### config.mk
export PLATFORM = sky130hd
export DESIGN_NAME = imm_extend_pipe
export DESIGN_NICKNAME = d
export VERILOG_FILES = /design/src/rtl/mips_pkg.sv /design/src/rtl/imm_ext_core.sv /design/src/rtl/imm_extend_pipe.sv
export SDC_FILE = /design/constraint.sdc
export NUM_CORES = 1
export LEC_CHECK = 0
export CAP_MARGIN = 5
export CELL_PAD_IN_SITES_DETAIL_PLACEMENT = 1
export CELL_PAD_IN_SITES_GLOBAL_PLACEMENT = 2
export CORE_UTILIZATION = 36
export DETAILED_ROUTE_END_ITERATION = 6
export DONT_BUFFER_PORTS = 1
export PLACE_DENSITY = 0.88
export SYNTH_ARGS = -nofsm -noshare
export SYNTH_HDL_FRONTEND = slang
export SYNTH_SLANG_ARGS = --single-unit
### constraint.sdc
create_clock -name clk -period 1.6 [get_ports clk]
set_input_delay 0.32 -clock clk [delete_from_list [all_inputs] [get_ports clk]]
set_output_delay 0.32 -clock clk [all_outputs]
set_load 0.02 [all_outputs]
### src/rtl/mips_pkg.sv
// rtl/mips_pkg.sv - shared Mini-MIPS types and immediate-extension mode constants
package mips_pkg;

  typedef logic [1:0] ext_mode_t;

  localparam ext_mode_t EXT_SIGN   = 2'b00;
  localparam ext_mode_t EXT_ZERO   = 2'b01;
  localparam ext_mode_t EXT_UPPER  = 2'b10;
  localparam ext_mode_t EXT_BRANCH = 2'b11;

endpackage

### src/rtl/imm_ext_core.sv
// rtl/imm_ext_core.sv - combinational immediate extension (sign, zero, upper, branch)
module imm_ext_core
  import mips_pkg::*;
#(
  parameter int IN_W  = 6,
  parameter int OUT_W = 32,
  parameter int SHAMT = 2
) (
  input  logic [IN_W-1:0]  imm,
  input  ext_mode_t        mode,
  output logic [OUT_W-1:0] data
);

  logic [OUT_W-1:0] sext;
  logic [OUT_W-1:0] zext;
  logic [OUT_W-1:0] upper;
  logic [OUT_W-1:0] branch;

  assign sext   = {{(OUT_W-IN_W){imm[IN_W-1]}}, imm};
  assign zext   = {{(OUT_W-IN_W){1'b0}}, imm};
  assign upper  = {imm, {(OUT_W-IN_W){1'b0}}};
  // Bits shifted past the MSB are simply lost; zeros enter at the LSB.
  assign branch = sext << SHAMT;

  always_comb begin
    data = sext;
    case (mode)
      EXT_SIGN:   data = sext;
      EXT_ZERO:   data = zext;
      EXT_UPPER:  data = upper;
      EXT_BRANCH: data = branch;
      default:    data = sext;
    endcase
  end

endmodule

### src/rtl/imm_extend_pipe.sv
// rtl/imm_extend_pipe.sv - immediate extender behind a two-entry valid/ready skid buffer
module imm_extend_pipe
  import mips_pkg::*;
#(
  parameter int IN_W  = 6,
  parameter int OUT_W = 32,
  parameter int SHAMT = 2,
  parameter int TAG_W = 4
) (
  input  logic             clk,
  input  logic             reset,
  input  logic             flush,
  input  logic             in_valid,
  output logic             in_ready,
  input  logic [IN_W-1:0]  in_imm,
  input  logic [1:0]       in_mode,
  input  logic [TAG_W-1:0] in_tag,
  output logic             out_valid,
  input  logic             out_ready,
  output logic [OUT_W-1:0] out_data,
  output logic [TAG_W-1:0] out_tag
);

  if (IN_W < 2 || IN_W >= OUT_W) begin : g_bad_in_w
    $fatal(1, "imm_extend_pipe: IN_W must satisfy 2 <= IN_W < OUT_W");
  end
  if (SHAMT < 0 || IN_W + SHAMT > OUT_W) begin : g_bad_shamt
    $fatal(1, "imm_extend_pipe: SHAMT must satisfy 0 <= SHAMT and IN_W+SHAMT <= OUT_W");
  end

  logic [OUT_W-1:0] ext_data;

  imm_ext_core #(
    .IN_W  (IN_W),
    .OUT_W (OUT_W),
    .SHAMT (SHAMT)
  ) u_core (
    .imm  (in_imm),
    .mode (ext_mode_t'(in_mode)),
    .data (ext_data)
  );

  logic             main_valid;
  logic [OUT_W-1:0] main_data;
  logic [TAG_W-1:0] main_tag;
  logic             skid_valid;
  logic [OUT_W-1:0] skid_data;
  logic [TAG_W-1:0] skid_tag;

  logic in_fire;
  logic drain;

  // in_ready looks only at registered skid state plus reset/flush, never at out_ready.
  assign in_ready  = !reset && !flush && !skid_valid;
  assign in_fire   = in_valid && in_ready;
  assign drain     = main_valid && out_ready;

  assign out_valid = main_valid;
  assign out_data  = main_data;
  assign out_tag   = main_tag;

  always_ff @(posedge clk) begin
    if (reset) begin
      main_valid <= 1'b0;
      main_data  <= '0;
      main_tag   <= '0;
      skid_valid <= 1'b0;
      skid_data  <= '0;
      skid_tag   <= '0;
    end else if (flush) begin
      main_valid <= 1'b0;
      skid_valid <= 1'b0;
    end else if (!main_valid || drain) begin
      if (skid_valid) begin
        main_valid <= 1'b1;
        main_data  <= skid_data;
        main_tag   <= skid_tag;
        skid_valid <= 1'b0;
      end else begin
        main_valid <= in_fire;
        if (in_fire) begin
          main_data <= ext_data;
          main_tag  <= in_tag;
        end
      end
    end else if (in_fire) begin
      skid_valid <= 1'b1;
      skid_data  <= ext_data;
      skid_tag   <= in_tag;
    end
  end

endmodule
==> impl_metrics.env <==
export IMPL_status="complete, no violations"
export IMPL_synth_edf_count=0
export IMPL_final_util=0.392
export IMPL_p_leak_nw=0.623
export IMPL_worst_skew_pair_late_latency_ps=290
export IMPL_synthFlopType="dfxtp_1"
export IMPL_slew_limit_headroom=0.739
export IMPL_post_route_min_period_ps=1450
export IMPL_yosys_warnings=0
export IMPL_grt_usage=0.170
export IMPL_wl_per_cell_um=16.6
export IMPL_cp_max_fo=26
export IMPL_p_int_mw=1.37
export IMPL_route_met3_wl_um=231
export IMPL_yosys_top_cells_count="38 x dfxtp_1, 28 x nor2_1, 22 x nand2_1, 20 x a211oi_1"
export IMPL_whs_path_depth=1
export IMPL_drive_gt1_frac=0.142
export IMPL_synth_area_per_cell_sq_um=8.77
export IMPL_maxCapViolations=0
export IMPL_setup_viol=0
export IMPL_core_area_sq_um=4850
export IMPL_hold_viol_final=0
export IMPL_pin_count=55
export IMPL_hpwl_um=3090
export IMPL_viasPerCell=5.33
export IMPL_diodes=0
export IMPL_seqPwrFrac=0.547
export IMPL_end_kind="flop"
export IMPL_highest_layer="met4"
export IMPL_area_growth_syn_to_layout_pct=1.67
export IMPL_synthArstFlopShare=0
export IMPL_num_rows=25
export IMPL_reg2reg_depth=5
export IMPL_setup_tns_ps=0
export IMPL_max_freq_mhz=691
export IMPL_drv_slew=0
export IMPL_hold_start="flush"
export IMPL_holdPathEnd="out_valid$_SDFFE_PP0P_"
export IMPL_share_comb_of_total_power=0.092
export IMPL_synthTopCellsByArea="dfxtp_1 41%, a211oi_1 8.0%, buf_4 7.6%"
export IMPL_wirelength_met1_um=2010
export IMPL_root_buffer="clkbuf_8"
export IMPL_grt_max_degree=46
export IMPL_numCtsBuffers=5
export IMPL_clock_path_buffers=2
export IMPL_cts_tree="yes"
export IMPL_wl_met2_um=2120
export IMPL_grt_overflow_total=0
export IMPL_synth_fp_nets=230
export IMPL_synth_cells=213
export IMPL_worst_slew_pin_slew_ps=391
export IMPL_pwr_share_clk=0.361
export IMPL_cpPeakStageDelay_ps=390
export IMPL_cts_sinks=38
export IMPL_io_buffers=0
export IMPL_grt_pass1_wl_um=6950
export IMPL_ys_ff_latch=38
export IMPL_timing_hold_ws_ps=96.5
export IMPL_detail_route_antenna_nets=0
export IMPL_drt_iter0_drc=61
export IMPL_seq_area_frac_synth=0.407
export IMPL_path_clk_slew_ps=80
export IMPL_antenna_found_initial=0
export IMPL_path_cells="nor3_4 > and3_1 > buf_12 > nor2_1 > a211oi_1"
export IMPL_post_route_period_util=0.905
export IMPL_post_cts_buffers=0
export IMPL_grt_pass1_vias=1369
export IMPL_yosys_area_top_type_share=0.407
export IMPL_critPathKind="reg2reg"
export IMPL_timing_rr_start="skid_valid$_SDFFE_PP0P_"
export IMPL_regArea_sq_um=764
export IMPL_netSwitchingFraction=0.255
export IMPL_hold_path_class="in2reg"
export IMPL_chipWidth_um=74.0
export IMPL_crit_arrival_ps=1640
export IMPL_r2r_end="skid_data[5]$_SDFFE_PP0P_"
export IMPL_gp_congestion=0.739
export IMPL_power_per_cell_area_nw_per_um2=967
export IMPL_wirelength_um=4380
export IMPL_htree_levels=2
export IMPL_fillCellCount=581
export IMPL_start_util=0.385
export IMPL_p_sw_uw=468
export IMPL_firstDrtPassIters=4
export IMPL_drc=0
export IMPL_critPathRequiredTime_ps=1800
export IMPL_ys_types=38
export IMPL_synth_most_common_cell="dfxtp_1"
export IMPL_die_h_um=74.0
export IMPL_crit_path_top_delay_cell="dfxtp_1"
export IMPL_vias=1408
export IMPL_vdd_drop_max_mv=0.468
export IMPL_hold_buffers=0
export IMPL_yosys_area_top_type="dfxtp_1"
export IMPL_start_kind="flop"
export IMPL_dieArea_sq_um=5480
export IMPL_skew_ps=7.01
export IMPL_syn_area_sq_um=1870
export IMPL_reg2reg_slack_ps=150
export IMPL_nets=214
export IMPL_cts_resized=0
export IMPL_multi_input_area_sq_um=842
export IMPL_rsz0062_at_grt="false"
[area by class of cell]
class | count | area share
Clock buffer | 7 | 0.0455
Inverter | 4 | 0.00791
Multi-Input combinational cell | 137 | 0.443
Sequential cell | 38 | 0.403
Tap cell | 67 | 0.0441
Timing Repair Buffer | 11 | 0.0567
[metal layers]
| layer | vias to the layer above | GRT usage |
|---|---|---|
| met4 | 0 | 0.0577 |
| li1 | 705 | - |
| met2 | 23 | 0.273 |
| met1 | 678 | 0.218 |
| met3 | 2 | 0.0501 |
| met5 | - | 0 |
[worst max-delay path, delay by kind of cell (launching register included)]
family                 cells  cell delay, ps
AO/OA/AOI/OAI              1             210
buffers and inverters      1             190
flip-flops                 1             390
AND/OR/NAND/NOR            3             550
[power by group through the flow]
stage / clock [mW] / sequential (mW) / combinational, mW
2_1_floorplan: 0 / 1.03 / 0.183
3_3_place_gp: 0 / 1.03 / 0.166
3_5_place_dp: 0 / 1.03 / 0.170
4_1_cts: 0.689 / 1.00 / 0.170
5_1_grt: 0.729 / 1.01 / 0.187
6_report: 0.663 / 1.00 / 0.169
[layout by cell type, fill, tap and decap left out, types with 4 or more instances in the layout]
| master | Yosys | final |
|---|---|---|
| clkbuf_8 | 0 | 6 |
| mux2i_1 | 4 | 4 |
| o41ai_1 | 5 | 5 |
| a211o_1 | 4 | 4 |
| dfxtp_1 | 38 | 37 |
| nor2_1 | 28 | 28 |
| a21oi_1 | 19 | 19 |
| nand3b_1 | 5 | 5 |
| a22oi_1 | 4 | 4 |
| nand2_1 | 22 | 22 |
| a211oi_1 | 20 | 20 |
| buf_4 | 19 | 9 |
[registers in the layout, indices dropped and copies added, names as in the netlist]
signal      flops
out_tag         4
out_data       14
skid_valid      1
out_valid       1
skid_tag        4
skid_data      14
[kinds of logic after synthesis]
group,count (synthesis),share of synthesized area
AND/OR/NAND/NOR,70,0.177
AO/OA/AOI/OAI,63,0.253
multiplexers,4,0.0214
buffers and inverters,38,0.142
flip-flops,38,0.407
[through the flow]
stage                     instances  total power, mW  cell area, sq um  worst slack (ps)
after floorplan                 213             1.21              1870               125
after global placement          257             1.19              1810               241
after detailed placement        257             1.20              1810               180
after CTS                       264             1.86              1900               144
after global routing            264             1.92              1900              39.6
final                           264             1.84              1900               152
[how the worst max path moves through the flow]
stage / startpoint / to / slack, ps
3_5_place_dp: skid_valid$_SDFFE_PP0P_ / skid_data[26]$_SDFFE_PP0P_ / 180
4_1_cts: skid_valid$_SDFFE_PP0P_ / in_ready / 140
2_1_floorplan: reset / skid_data[2]$_SDFFE_PP0P_ / 130
3_3_place_gp: skid_valid$_SDFFE_PP0P_ / skid_data[29]$_SDFFE_PP0P_ / 240
6_report: skid_valid$_SDFFE_PP0P_ / skid_data[5]$_SDFFE_PP0P_ / 150
5_1_grt: skid_valid$_SDFFE_PP0P_ / skid_data[28]$_SDFFE_PP0P_ / 40
Note: power is estimated with default switching activity, not from simulation.
==> RTL change: new RTL, same flow settings <==
The parameter `TAG_W` goes from 4 to 5.
--- a/src/rtl/imm_extend_pipe.sv
+++ b/src/rtl/imm_extend_pipe.sv
@@ -5,7 +5,7 @@
   parameter int IN_W  = 6,
   parameter int OUT_W = 32,
   parameter int SHAMT = 2,
-  parameter int TAG_W = 4
+  parameter int TAG_W = 5
 ) (
   input  logic             clk,
   input  logic             reset,
Ports: changed (resized in_tag and out_tag); port bits go from 55 to 57. The function was not compared with the original's and may differ.
==> RTL change against the original RTL <==
Register-to-register slack improved by 0.09 ns. Sequential cell count rose by 2. Setup slack got worse by 0.028 ns. Synthesized area rose by 6.6%. Critical endpoint is now out_data[11]. Design area rose by 6.8%. Total power rose by 5.1%. Wire length rose by 0.64%. Sequential share of layout area fell by 0.58 points. Hold slack got worse by 0.0048 ns.
==> RTL change: results (changes against the original RTL) <==
The run gives 48 (+4.3%) as the pin count of the biggest net entering global routing. The placed wire-length estimate after detailed placement was 2963 microns (-4.2%); the via count of the first global-routing pass was 1,438 (+5.0%). The logs give 23.69% (-3.6 points) for the met2 usage and 63 (+3.3%) for the initial detailed-routing violation count.

The first-pass GRT wire length came out at 7251 microns (+4.4%). Routing usage on met1: 20.53% (-1.3 points). The count of cell types in the netlist was 36 (-5.3%); the worst path arrival time was 1.16 ns (-0.48 ns).

Ranked by total cell area, the synthesized netlist is headed by dfxtp_1 40%, buf_4 7.5%, a211oi_1 7.2%, nor2_1 5.5%, a21oi_1 5.0%. The leakage component of the power was 0.6563 nW (+5.3%). Counting instances in the post-synthesis netlist gives the leading cell types as 40 x dfxtp_1, 29 x nor2_1, 24 x nand2_1. The flow ran to the end, and the final reports show no timing, DRC or antenna violations. The routed via count divided by cell count is 5.366 (+0.62%). The net switching share of the total power came out at 25.99% (+0.53 points).

Pre-CTS worst setup slack: 0.2264 ns (+0.04642 ns). The largest individual stage delay along the critical path comes from the cell dfxtp_4. The run gives 0.004328 ns (-0.002685 ns) as the worst-case clock skew.

The worst-case vdd ir drop was 0.0003668 V (-22%); the met3 usage was 5.389% (+0.38 points). For the post-placement cell area, the log shows 0.001936 sq mm (+6.8%). The relative max-transition margin was 71.45% (-2.4 points); the number of nets at the end of the flow was 220 (+2.8%). Fill cell instance count of the final layout: 628 (+8.1%). The delay of the slowest cell on the worst path came out at 0.48 ns (+0.09 ns).

The highest clock rate is 677.3 MHz (-1.9%), and the largest driver fanout on the critical path is 16 (-38%). Cell family with the largest share of critical-path delay: flip-flops. The share of post-route cells with drive strength above 1 came out at 15.76% (+1.6 points). The worst reg-to-reg setup slack is 0.24 ns (+0.09 ns), and the proportion of synthesized chip area in sequential cells is 40.23% (-0.50 points). The detailed-route wire length per cell is 16.14 microns (-2.7%).
## RTL change: power groups by stage
| stage | sequential, mW | combinational, mW | clock, mW |
|---|---|---|---|
| 2_1_floorplan | 1.08 | 0.198 | 0 |
| 3_3_place_gp | 1.09 | 0.176 | 0 |
| 3_5_place_dp | 1.09 | 0.178 | 0 |
| 4_1_cts | 1.06 | 0.179 | 0.722 |
| 5_1_grt | 1.07 | 0.197 | 0.765 |
| 6_report | 1.06 | 0.177 | 0.693 |
## RTL change: worst paths after layout
path,from,endpoint,cells after the start
max,out_data[25],out_data[11],1
min reg2reg,skid_tag[2],skid_tag[2],2
max reg2reg,skid_valid,out_data[5],5
min,reset,out_data[25],1
## RTL change: cell families after synthesis
| logic type | synth area share, % |
|---|---|
| simple gates | 16.85 |
| compound gates | 26.78 |
| buf+inv | 13.64 |
| flops | 40.23 |
| mux | 2.514 |
## RTL change: cell type report
| cell class | count | area share (%) |
|---|---|---|
| multi-input cells | 143 | 45.28 |
| flip-flops and latches | 40 | 39.67 |
| repair buffers | 8 | 5.429 |
| well taps | 70 | 4.318 |
| clock buffers | 6 | 4.072 |
| inverters | 4 | 0.7403 |
| clock inverters | 2 | 0.4935 |
## RTL change: per-layer routing
metal / wire length (microns) / vias to the layer above
met5: 0 / -
met4: 76 / 0
met3: 269 / 5
met2: 1909 / 41
met1: 2151 / 687
li1: - / 732
